$ cat src/rtl/masked_share_decoder_if.sv
// Valid/ready bus for the masked share decoder: share-pair input side and
// unmasked-word output side.
interface masked_share_decoder_if #(
    parameter int unsigned WIDTH = 8
);
    logic             in_valid;
    logic             in_ready;
    logic [WIDTH-1:0] share0;
    logic [WIDTH-1:0] share1;
    logic [WIDTH-1:0] r;
    logic             out_valid;
    logic             out_ready;
    logic [WIDTH-1:0] out_data;

    // Producer of share pairs / consumer of decoded words
    modport master (
        output in_valid, share0, share1, r, out_ready,
        input  in_ready, out_valid, out_data
    );

    // The decoder itself
    modport slave (
        input  in_valid, share0, share1, r, out_ready,
        output in_ready, out_valid, out_data
    );
endinterface

$ cat src/rtl/masked_share_decoder.sv
// Unmasking end of a 2-share Boolean masking datapath: refresh each share
// with fresh randomness into its own register, then XOR the registered shares.
module masked_share_decoder #(
    parameter int unsigned WIDTH = 8,
    parameter int unsigned CNT_W = 16
) (
    input  logic                   clk,
    input  logic                   rst_n,
    masked_share_decoder_if.slave  bus,
    output logic [CNT_W-1:0]       word_count
);

    localparam logic [CNT_W-1:0] CNT_MAX = {CNT_W{1'b1}};

    logic             rdy_en;
    logic             s1_valid;
    logic [WIDTH-1:0] r0q;
    logic [WIDTH-1:0] r1q;
    logic             out_valid_q;
    logic [WIDTH-1:0] out_data_q;

    logic s2_free_c;
    logic s1_adv_c;
    logic in_ready_c;
    logic accept_c;
    logic out_hs_c;

    // Handshake and pipeline-advance decisions
    always_comb begin
        s2_free_c  = !out_valid_q || bus.out_ready;
        s1_adv_c   = s1_valid && s2_free_c;
        in_ready_c = rdy_en && (!s1_valid || s2_free_c);
        accept_c   = bus.in_valid && in_ready_c;
        out_hs_c   = out_valid_q && bus.out_ready;
    end

    assign bus.in_ready  = in_ready_c;
    assign bus.out_valid = out_valid_q;
    assign bus.out_data  = out_data_q;

    // Keeps in_ready low until the first edge after reset release
    always_ff @(posedge clk or negedge rst_n) begin
        if (!rst_n) begin
            rdy_en <= 1'b0;
        end else begin
            rdy_en <= 1'b1;
        end
    end

    // Stage 1: each share is only ever combined with r before being registered
    always_ff @(posedge clk or negedge rst_n) begin
        if (!rst_n) begin
            r0q      <= '0;
            r1q      <= '0;
            s1_valid <= 1'b0;
        end else begin
            if (accept_c) begin
                r0q <= bus.share0 ^ bus.r;
                r1q <= bus.share1 ^ bus.r;
            end
            if (accept_c) begin
                s1_valid <= 1'b1;
            end else if (s1_adv_c) begin
                s1_valid <= 1'b0;
            end
        end
    end

    // Stage 2: the r terms cancel here, leaving share0 ^ share1
    always_ff @(posedge clk or negedge rst_n) begin
        if (!rst_n) begin
            out_data_q  <= '0;
            out_valid_q <= 1'b0;
        end else begin
            if (s1_adv_c) begin
                out_data_q  <= r0q ^ r1q;
                out_valid_q <= 1'b1;
            end else if (out_hs_c) begin
                out_valid_q <= 1'b0;
            end
        end
    end

    // Saturating count of delivered words
    always_ff @(posedge clk or negedge rst_n) begin
        if (!rst_n) begin
            word_count <= '0;
        end else if (out_hs_c && (word_count != CNT_MAX)) begin
            word_count <= word_count + CNT_W'(1);
        end
    end

endmodule

$ cat src/flat_wrapper.sv
// flat-port wrapper written by rule: the top's interface ports become plain ports
module masked_share_decoder_flat 
#(
    parameter int unsigned WIDTH = 8,
    parameter int unsigned CNT_W = 16
)
  (clk, rst_n, word_count, bus_in_valid, bus_share0, bus_share1, bus_r, bus_out_ready, bus_in_ready, bus_out_valid, bus_out_data);
  masked_share_decoder_if #(.WIDTH(WIDTH)) bus_i ();
  input  logic clk;
  input  logic rst_n;
  output logic [CNT_W-1:0] word_count;
  input wire logic [$bits(bus_i.in_valid)-1:0] bus_in_valid;
  input wire logic [$bits(bus_i.share0)-1:0] bus_share0;
  input wire logic [$bits(bus_i.share1)-1:0] bus_share1;
  input wire logic [$bits(bus_i.r)-1:0] bus_r;
  input wire logic [$bits(bus_i.out_ready)-1:0] bus_out_ready;
  output wire logic [$bits(bus_i.in_ready)-1:0] bus_in_ready;
  output wire logic [$bits(bus_i.out_valid)-1:0] bus_out_valid;
  output wire logic [$bits(bus_i.out_data)-1:0] bus_out_data;
  assign bus_i.in_valid = bus_in_valid;
  assign bus_i.share0 = bus_share0;
  assign bus_i.share1 = bus_share1;
  assign bus_i.r = bus_r;
  assign bus_i.out_ready = bus_out_ready;
  assign bus_in_ready = bus_i.in_ready;
  assign bus_out_valid = bus_i.out_valid;
  assign bus_out_data = bus_i.out_data;
  masked_share_decoder #(.WIDTH(WIDTH), .CNT_W(CNT_W)) u_core (.clk(clk), .rst_n(rst_n), .bus(bus_i), .word_count(word_count));
endmodule
$ cat config.mk
export PLATFORM = sky130hd
export DESIGN_NAME = masked_share_decoder_flat
export DESIGN_NICKNAME = d
export VERILOG_FILES = /design/src/rtl/masked_share_decoder_if.sv /design/src/rtl/masked_share_decoder.sv /design/src/flat_wrapper.sv
export SDC_FILE = /design/constraint.sdc
export NUM_CORES = 1
export LEC_CHECK = 0
export BUFFER_PORTS_ARGS = -buffer_cell sky130_fd_sc_hd__buf_2
export CAP_MARGIN = 25
export CORE_MARGIN = 5
export CORE_UTILIZATION = 47
export DETAILED_ROUTE_END_ITERATION = 8
export PLACE_DENSITY_LB_ADDON = 0.25
export SLEW_MARGIN = 0
export SYNTH_ARGS = -nofsm -noshare
export SYNTH_HDL_FRONTEND = slang
export SYNTH_SLANG_ARGS = --single-unit
export TNS_END_PERCENT = 100
$ cat constraint.sdc
create_clock -name clk -period 1.5 [get_ports clk]
set_input_delay 0.075 -clock clk [delete_from_list [all_inputs] [get_ports clk]]
set_output_delay 0.075 -clock clk [all_outputs]
set_load 0.02 [all_outputs]
==> results.cfg <==
[timing]
drv_slew = 0
finalSetupViolations = 0
finalCritPeriodShare = 0.975
rsz0062_at_grt = true
finalCriticalPeriod_ns = 1.46
finClkSkew_ns = 0.00638
max_freq_mhz = 684
report.final.hold_viol_count = 0

[power]
ir_worst_vdd_mv = 0.611
power_density_mw_per_mm2 = 1270
p_leak_uw = 0.00129

[place]
gp_routability_congestion = 0.894
port_buffers = 53
placed_cell_area_mm2 = 0.00249
dp_hpwl_um = 3100
placedCellCount = 305

[detailed_routing]
routed_wl_um = 3920
drt_pass1_iterations = 4
first_iter_violations = 74
antenna_left = 0
via_per_inst = 4.97
vias = 1566
routedWlPerCell_um = 12.5
route.detailed.drc = 0

[global_route]
grt_pass1_vias = 1512
grt.total_usage = 0.156
grt_max_degree = 34
grt_pass1_wl_um = 6610
grt_antenna_before_repair = 0
gr-total-overflow = 0

[min_path]
min_path_type = input pin to flip-flop

[final_layout]
n_antenna_cell = 0
nets = 293
finalInstanceArea_mm2 = 0.00263
area_delta_synth_final_pct = 32.1
instances_no_fill = 315
drive_gt1_frac = 0.377

[die]
row_count = 23
fp.dieArea_mm2 = 0.00563
fp.dieW_um = 75.0
io_pins = 54
start_util = 0.490
coreArea_mm2 = 0.00406
die_h_um = 75.0

[synthesis]
syn_area_per_cell_um2 = 10.7
synthCells = 185
ys_types = 32
synthArstFlopShare = 1.00
yosysWarningCount = 0
synth_top_area_share = 0.542
syn-num-nets = 214
synth_edf_count = 0
synthesis.area_mm2 = 0.00199
synth_area_leaders = dfrtp_1, xnor2_1, nand2_1
ys_seq_area_frac = 0.542
ys_ff_latch = 43
yosysTopAreaCell = dfrtp_1
ys.flop_type = dfrtp_1

[outcome]
status = complete, no violations

[clock_tree]
cts_buffer_depth = 2
root_buffer = clkbuf_8
insertion_delay_ns = 0.29
cts_tree = yes
cts_inserted_buffers = 5
clk_pin_slew_ns = 0.07
cts.htree.levels = 2
cts.sinks = 43

[worst_setup_path]
path_class = flip-flop to flip-flop
crit_path_end_kind = flip-flop
crit_path_start_kind = flip-flop
worst_ep_arrival_time_ns = 1.68
cp_max_fo = 5
critPathRequiredTime_ns = 1.72

[run]
drv_cap = 0
-- cell type report --
class / instances / area, µm²
Tap cell: 50 / 62.6
Timing Repair Buffer: 76 / 453
Multi-Input combinational cell: 138 / 931
Clock buffer: 8 / 100
Fill cell: 344 / 1430
Sequential cell: 43 / 1080
-- cell families after synthesis --
logic type | after synthesis | synth area share
other | 1 | 0.00189
AND/OR/NAND/NOR | 67 | 0.183
XOR/XNOR | 34 | 0.150
flip-flops | 43 | 0.542
buffers and inverters | 4 | 0.00755
adder cells (fa/ha/maj) | 1 | 0.00630
AO/OA/AOI/OAI | 31 | 0.0856
multiplexers | 4 | 0.0246
-- cell usage after synthesis, types with 2 or more instances --
library cell	n
dfrtp_1	43
nand2_1	34
xnor2_1	26
o21ai_0	24
xor2_1	8
nand4_1	7
clkbuf_1	4
a21oi_1	3
mux2_2	3
nand2b_1	3
nand3_1	3
nor2_1	3
and3_1	2
nand3b_1	2
nor2_2	2
nor3_1	2
-- path summary, 6_finish.rpt --
path	cells after the start	to	slack [ns]	startpoint
min in group asynchronous	2	u_core.word_count[8]	0.19	rst_n
hold / removal	3	u_core.r1q[4]	0.07	bus_share1[4]
setup / recovery	6	u_core.word_count[5]	0.04	u_core.word_count[0]
hold reg to reg	1	u_core.bus.out_valid	0.48	u_core.s1_valid
setup reg to reg	6	u_core.word_count[5]	0.04	u_core.word_count[0]
max in group asynchronous	3	u_core.word_count[0]	0.85	rst_n
-- repair_timing --
item	4_1_cts	5_1_grt
setup buffers	0	1
hold buffers	1	0
endpoints found under the setup margin	1	5
gates resized for setup	0	4
hold endpoints to repair	43	0
-- worst max-delay path, stage by stage, from the launching register on --
cell and delay (ns):
dfrtp_2 0.43, ha_4 0.18, nand4_1 0.14, nor4_4 0.06
buf_4 0.16, nor4b_2 0.27, xor2_1 0.16
-- sequential cells by signal (all words and copies together) (netlist names) --
name / cells
u_core.word_count: 16
u_core.bus.out_data: 8
u_core.r1q: 8
u_core.bus.out_valid: 1
u_core.s1_valid: 1
u_core.r0q: 8
u_core.rdy_en: 1
-- report_power, final --
part	internal [µW]	leakage [µW]	switching (µW)
Sequential	1390	0.000547	168
Clock	420	0.0000515	364
Combinational	455	0.000689	528
Total	2270	0.00129	1060
-- per-layer routing --
layer / track usage / routed length (µm) / up-vias
met1: 0.186 / 1620 / 716
li1: - / - / 796
met2: 0.267 / 1950 / 49
met5: 0 / 0 / -
met3: 0.0507 / 317 / 5
met4: 0.0494 / 44 / 0
-- cell usage in the layout, fill, tap and decap left out, drive strengths merged, types with 2 or more instances in the layout --
cell / count
a211oi: 2
a21oi: 3
and3: 2
buf: 75
clkbuf: 8
dfrtp: 43
mux2: 4
nand2: 34
nand2b: 3
nand3: 4
nand3b: 2
nand4: 8
nor2: 5
nor3: 2
o21ai: 24
xnor2: 26
xor2: 8
-- metrics by stage --
step	TNS [ns]	total power (µW)	hold WS, ns	setup slack, ns	utilization
after detailed placement	-0.00628	2580	-0.0292	-0.00628	0.614
after global routing	-0.0972	3550	0.0654	-0.0431	0.647
after CTS	-0.0245	3370	0.0605	-0.0245	0.641
after floorplan	-0.0695	2140	-0.221	-0.0695	-
after global placement	0	2550	-0.0329	0.0405	0.614
final	0	3330	0.0650	0.0371	0.647
(Power assumes the default switching activity.)
